### config.mk
export PLATFORM = sky130hd
export DESIGN_NAME = arm_blockxfer_seq
export DESIGN_NICKNAME = d
export VERILOG_FILES = /design/src/rtl/combi_pkg.sv /design/src/rtl/ldm_prienc.sv /design/src/rtl/arm_blockxfer_seq.sv
export SDC_FILE = /design/constraint.sdc
export NUM_CORES = 1
export LEC_CHECK = 0
export BUFFER_PORTS_ARGS = -buffer_cell sky130_fd_sc_hd__buf_2
export CAP_MARGIN = 20
export CORE_ASPECT_RATIO = 0.8
export CORE_UTILIZATION = 40
export DETAILED_ROUTE_END_ITERATION = 12
export GPL_ROUTABILITY_DRIVEN = 0
export PLACE_DENSITY_LB_ADDON = 0.05
export SLEW_MARGIN = 20
export SYNTH_ARGS = -nofsm -noshare
export SYNTH_HDL_FRONTEND = slang
export SYNTH_SLANG_ARGS = --single-unit
### constraint.sdc
create_clock -name clk -period 4.4 [get_ports clk]
set_input_delay 0 -clock clk [delete_from_list [all_inputs] [get_ports clk]]
set_output_delay 0 -clock clk [all_outputs]
set_load 0.005 [all_outputs]
### src/rtl/combi_pkg.sv
// Shared types, constants and helpers for the combi core's block-transfer sequencer.
package combi_pkg;

    typedef enum logic [1:0] {
        IDLE = 2'd0,
        XFER = 2'd1,
        WB   = 2'd2
    } seq_state_t;

    // Addressing mode, named after the ARM mnemonics {P,U}.
    typedef enum logic [1:0] {
        IA = 2'd0,
        IB = 2'd1,
        DA = 2'd2,
        DB = 2'd3
    } blk_mode_t;

    localparam int         WORD_BYTES = 4;
    localparam logic [2:0] ARM_OP_BLK = 3'b100;

    // Number of set bits in a 16-entry register list (0..16).
    function automatic logic [4:0] popcount(input logic [15:0] v);
        logic [4:0] c;
        c = 5'd0;
        for (int i = 0; i < 16; i++) begin
            c = c + {4'd0, v[i]};
        end
        return c;
    endfunction

    // Map the P (pre-index) and U (up) bits onto the addressing mode.
    function automatic blk_mode_t mode_of(input logic p, input logic u);
        blk_mode_t m;
        case ({p, u})
            2'b01:   m = IA;
            2'b11:   m = IB;
            2'b00:   m = DA;
            2'b10:   m = DB;
            default: m = IA;
        endcase
        return m;
    endfunction

    // True for the ascending modes, whose writeback adds rather than subtracts.
    function automatic logic mode_up(input blk_mode_t m);
        return (m == IA) || (m == IB);
    endfunction

endpackage

### src/rtl/ldm_prienc.sv
// Lowest-set-bit priority encoder over a register list.
module ldm_prienc #(
    parameter int NREGS = 16
) (
    input  logic [NREGS-1:0] vec_i,
    output logic [3:0]       idx_o,
    output logic             any_o
);

    // Scan from the top down so the lowest set bit is the one left standing.
    always_comb begin
        idx_o = 4'd0;
        for (int i = NREGS - 1; i >= 0; i--) begin
            if (vec_i[i]) begin
                idx_o = i[3:0];
            end else begin
                idx_o = idx_o;
            end
        end
        any_o = |vec_i;
    end

endmodule

### src/rtl/arm_blockxfer_seq.sv
// LDM/STM micro-op sequencer: one micro-op per listed register, then an optional
// base-writeback micro-op, with Fetch held until the final one issues.
module arm_blockxfer_seq
    import combi_pkg::*;
#(
    parameter int NREGS = 16,
    parameter int OFFW  = 8
) (
    input  logic            clk,
    input  logic            rst,
    input  logic            start,
    input  logic [31:0]     instr,
    input  logic            StallD,
    input  logic            FlushD,
    output logic            busy,
    output logic            StallF,
    output logic            uopValid,
    output logic [3:0]      uopRd,
    output logic            uopLoad,
    output logic [OFFW-1:0] uopOffset,
    output logic            uopLast,
    output logic            wbValid,
    output logic [3:0]      wbRn,
    output logic [OFFW-1:0] wbDelta
);

    localparam logic [OFFW-1:0] WORD_OFF = OFFW'(WORD_BYTES);

    // Sequencer state and datapath registers.
    seq_state_t        state_q;
    logic [NREGS-1:0]  list_q;
    logic [OFFW-1:0]   off_q;
    logic [4:0]        n_q;
    logic [4:0]        rem_q;
    blk_mode_t         mode_q;
    logic              load_q;
    logic [3:0]        rn_q;
    logic              wb_en_q;

    // Decode of the instruction presented at start.
    logic              start_ok_s;
    logic [NREGS-1:0]  start_list_s;
    logic [3:0]        start_rn_s;
    logic [4:0]        start_n_s;
    blk_mode_t         start_mode_s;
    logic [OFFW-1:0]   start_n4_s;
    logic [OFFW-1:0]   start_off_s;
    logic              start_wb_s;

    // Per-cycle transfer signals.
    logic [3:0]        idx_s;
    logic              any_s;
    logic              last_s;
    logic [NREGS-1:0]  list_clr_s;
    logic [OFFW-1:0]   n4_s;
    logic              unused_s;

    assign start_ok_s   = start && (instr[27:25] == ARM_OP_BLK);
    assign start_list_s = instr[NREGS-1:0];
    assign start_rn_s   = instr[19:16];
    assign start_n_s    = popcount(instr[15:0]);
    assign start_mode_s = mode_of(instr[24], instr[23]);
    assign start_n4_s   = OFFW'(start_n_s) << 2;
    // A load that overwrites its own base keeps the loaded value, so writeback is dropped.
    assign start_wb_s   = instr[21] && !(instr[20] && start_list_s[start_rn_s]);
    assign unused_s     = ^{instr[31:28], instr[22]};

    ldm_prienc #(.NREGS(NREGS)) u_prienc (
        .vec_i (list_q),
        .idx_o (idx_s),
        .any_o (any_s)
    );

    assign list_clr_s = list_q & ~(NREGS'(1) << idx_s);
    assign last_s     = (rem_q == 5'd1);
    assign n4_s       = OFFW'(n_q) << 2;

    // Offset of the first entry; later entries step up by one word each.
    always_comb begin
        case (start_mode_s)
            IA:      start_off_s = {OFFW{1'b0}};
            IB:      start_off_s = WORD_OFF;
            DA:      start_off_s = WORD_OFF - start_n4_s;
            DB:      start_off_s = {OFFW{1'b0}} - start_n4_s;
            default: start_off_s = {OFFW{1'b0}};
        endcase
    end

    // Sequencer FSM and datapath; flush beats stall, stall freezes everything.
    always_ff @(posedge clk) begin
        if (rst) begin
            state_q <= IDLE;
            list_q  <= {NREGS{1'b0}};
            off_q   <= {OFFW{1'b0}};
            n_q     <= 5'd0;
            rem_q   <= 5'd0;
            mode_q  <= IA;
            load_q  <= 1'b0;
            rn_q    <= 4'd0;
            wb_en_q <= 1'b0;
        end else if (FlushD) begin
            state_q <= IDLE;
        end else if (StallD) begin
            state_q <= state_q;
        end else begin
            case (state_q)
                IDLE: begin
                    if (start_ok_s) begin
                        list_q  <= start_list_s;
                        off_q   <= start_off_s;
                        n_q     <= start_n_s;
                        rem_q   <= start_n_s;
                        mode_q  <= start_mode_s;
                        load_q  <= instr[20];
                        rn_q    <= start_rn_s;
                        wb_en_q <= start_wb_s;
                        state_q <= (start_n_s != 5'd0) ? XFER : IDLE;
                    end else begin
                        state_q <= IDLE;
                    end
                end
                XFER: begin
                    list_q <= list_clr_s;
                    off_q  <= off_q + WORD_OFF;
                    rem_q  <= rem_q - 5'd1;
                    if (last_s) begin
                        state_q <= wb_en_q ? WB : IDLE;
                    end else begin
                        state_q <= XFER;
                    end
                end
                WB: begin
                    state_q <= IDLE;
                end
                default: begin
                    state_q <= IDLE;
                end
            endcase
        end
    end

    // Output decode from the registered state; a flush suppresses valids in its own cycle.
    always_comb begin
        busy      = 1'b0;
        StallF    = 1'b0;
        uopValid  = 1'b0;
        uopRd     = 4'd0;
        uopLoad   = 1'b0;
        uopOffset = {OFFW{1'b0}};
        uopLast   = 1'b0;
        wbValid   = 1'b0;
        wbRn      = 4'd0;
        wbDelta   = {OFFW{1'b0}};
        case (state_q)
            IDLE: begin
                StallF = start_ok_s && !StallD && !FlushD;
            end
            XFER: begin
                busy      = 1'b1;
                uopValid  = any_s && !FlushD;
                uopRd     = idx_s;
                uopLoad   = load_q;
                uopOffset = off_q;
                uopLast   = last_s && !FlushD;
                // Fetch may resume only on the last transfer when no writeback follows.
                StallF    = !FlushD && !(last_s && !wb_en_q);
            end
            WB: begin
                busy    = 1'b1;
                wbValid = !FlushD;
                wbRn    = rn_q;
                if (mode_up(mode_q)) begin
                    wbDelta = n4_s;
                end else begin
                    wbDelta = {OFFW{1'b0}} - n4_s;
                end
            end
            default: begin
                busy = 1'b0;
            end
        endcase
    end

endmodule
==> results.md <==
- Status: complete, no violations
- GR Overflow Total: 0
- Die width: 102 µm
- DR WL/cell: 16.2 µm
- Final hold vios: 0
- Nets: 530
- CP Launch Point: instr[15]
- Routed Antenna Nets: 0
- Tot Pwr: 1.39 mW
- Inst Count DP: 557
- Area grow syn2layout: 18.7%
- RSZ-0062 raised after global routing: false
- Pwr dens: 363 nW/µm²
- Dpl hpwl: 7020 µm
- Vias in the first global route: 2965
- Fin crit share: 91.1%
- Mapped Cells: 413
- P_leak: 1.58 nW
- EDFF count, synth: 0
- Antenna violations before repair: 0
- # fillers: 782
- Clk_lat worst skew: 0.30 ns
- Slowest CP cell: fa_1
- Worst-path maximum fanout: 3
- Area leader, netlist: dfxtp_1
- Synthesized area per cell: 7.81 µm²
- Area of the core: 7600 µm²
- Setup TNS: 0 ns
- Crit start category: input port
- Yosys reg bits: 41
- Synth unique cells: 60
- Worst slew pin tran: 0.944 ns
- Reg clk slew, reported paths: 0.09 ns
- Minimum clock period: 4.01 ns
- Vias per cell: 5.39
- DRC violations left: 0
- Initial cell density of the core: 42.4%
- CTS tree: built
- Layout cells sized above 1: 18.6%
- # IOs: 67
- CP required: 4.58 ns
- Crit. End Element: flop
- Syn Std Cell Area: 3230 µm²
- Largest net degree at the start of global routing: 45
- Max-cap viol count: 0
- Worst r2r src: state_q[1]$_SDFFE_PP0N_
- Die Ht: 82.3 µm
- Crit-path most repeated cell: fa_1
- Num CTS Buffers: 5
- H-Tree Level Count: 2
- Clk sinks: 41
- Die area: 8430 µm²
- Global-route usage over all layers: 23.8%
- Iteration-0 DRC Markers: 220
- Final number of setup-violating endpoints: 0
- Diodes inserted: 0
- Hold Crit Class: in2reg
- Register area share after synthesis: 25.4%
- Crit-path cells: dlymetal6s4s_1 > inv_1 > fa_1 > fa_1 > fa_1 > fa_1 > inv_1 > ha_4 > fa_2 > inv_2 > ha_2 > and3_1 > ha_1 > nor2_1 > a211oi_1 > a2111oi_0
- Worst path max stage delay: 0.57 ns
- Fin cells: 574
- Setup bufs post-CTS: 0
- Clock Skew: 0.00549 ns
- VDD IR-drop max: 0.220 mV
- Hold Startpoint: instr[5]
- FFs w/ async S/R, synth: 0%
- Max-slew headroom: 37.1%
- Port Buf Inserts: 57
- Row Count: 28
- Detailed Routing Iterations Pass 1: 5
- CTS Root Cell: clkbuf_8
- Fin. max-slew vios: 0
- Cells taking the most area after synthesis: dfxtp_1 (25%), fa_1 (6.2%), nand2_1 (6.1%)
- Yosys top cell area share: 25.4%
- Routed WL: 9290 µm
- Dominant synthesized flop cell: dfxtp_1
- Crit path DAT: 4.19 ns
- Fmax: 0.249 GHz
- Fin util: 50.4%
- First-pass GRT wire length: 15100 µm
- Clk buf depth: 2
- Crit Path Category: in2reg
- Ys Warns: 0
- Via count: 3094
-- stage by stage --
stage	cell area, µm²	setup WS [ns]	hold slack, ns
6_report	3830	0.390	0.00965
3_5_place_dp	3580	0.291	0.270
2_1_floorplan	3240	0.562	0.0302
3_3_place_gp	3580	0.297	0.265
5_1_grt	3830	0.241	0.0191
4_1_cts	3820	0.0554	0.00609
-- state kept, by name (all words and copies together) (netlist names) --
signal,cells
load_q,1
wb_en_q,1
n_q,5
state_q,2
rem_q,5
off_q,6
list_q,16
mode_q,1
rn_q,4
-- cells by family (layout without fill, tap and decap cells) --
logic type	count (synthesis)	in the layout	share of synthesized area, %
other	1	4	0.116
muxes	10	10	4.73
adders and majority gates	25	25	12.0
xor gates and xnor gates	8	8	2.17
and+or+nand+nor	165	165	26.1
DFF	41	41	25.4
buffers and inverters	65	118	8.18
AOI/OAI and AO/OA	98	98	21.3
-- cell usage after synthesis (all sizes together), types with 3 or more instances --
cell	instances
nand2	52
dfxtp	41
inv	38
nor2	37
a21oi	29
clkbuf	18
and2	17
ha	15
nor3	14
o21ai	12
fa	10
a211oi	9
buf	9
a311oi	8
nand3	8
nor4	8
nand2b	6
xnor2	6
a211o	5
a41oi	5
or3	5
and3	4
mux2i	4
mux4	4
a2111oi	3
a222oi	3
nor2b	3
o2bb2ai	3
or2	3
-- final timing paths --
kind	end	slack, ns	cells past startpoint
hold reg to reg	rn_q[0]$_SDFFE_PP0P_	0.45	2
hold / removal	list_q[5]$_SDFFE_PP0P_	0.01	3
setup reg to reg	list_q[2]$_SDFFE_PP0P_	1.93	7
setup / recovery	state_q[0]$_SDFFE_PP0N_	0.39	16
-- layout by cell type, fill, tap and decap left out, drive strengths merged, types with 3 or more instances in the layout --
cell type	Yosys	layout
nand2	52	52
a2111oi	3	3
ha	15	15
a211o	5	5
nand3	8	8
or3	5	5
dlygate4sd3	0	9
a222oi	3	3
a311oi	8	8
mux4	4	4
nor3	14	14
xnor2	6	6
or2	3	3
nand2b	6	6
nor2	37	37
buf	9	60
clkbuf	18	6
o2bb2ai	3	3
dfxtp	41	41
mux2i	4	4
inv	38	38
nor2b	3	3
and3	4	4
fa	10	10
conb	1	4
a211oi	9	9
dlymetal6s4s	0	3
a41oi	5	5
a21oi	29	29
o21ai	12	12
and2	17	17
nor4	8	8
-- repair_timing --
action / in CTS / in global routing
setup endpoints to repair: 0 / 5
hold buffers: 12 / 0
hold endpoints to repair: 12 / 0
resized for setup: 0 / 10
-- layer usage --
layer  vias up  routed length (µm)  share of wire, %  track usage [%]
met4         0                  80              0.86             5.29
met5         -                   0                 0                0
met3         8                 761               8.2             4.97
met2        93                3760                41             35.1
li1       1557                   -                 -                -
met1      1436                4680                50             35.4
-- worst max-delay path: cells and delay by family --
| family | cells | cell delay [ns] |
|---|---|---|
| adders and majority gates | 8 | 3.13 |
| and+or+nand+nor | 2 | 0.24 |
| AOI/OAI and AO/OA | 2 | 0.41 |
| buffers and inverters | 4 | 0.43 |
-- layout make-up --
cell class              instances  area (µm²)  area share (%)
well taps                     105         131            3.43
inverters                      38         143            3.73
repair buffers                 72         443            11.6
multi-input cells             310        2170            56.7
clock inverters                 2        37.5           0.980
clock buffers                   6        82.6            2.16
flip-flops and latches         41         821            21.4
-- report_power, final --
| group | switching, mW | internal [mW] |
|---|---|---|
| Combinational | 0.370 | 0.307 |
| Sequential | 0.00532 | 0.376 |
| Clock | 0.145 | 0.185 |
Note: power is estimated with default switching activity, not from simulation.
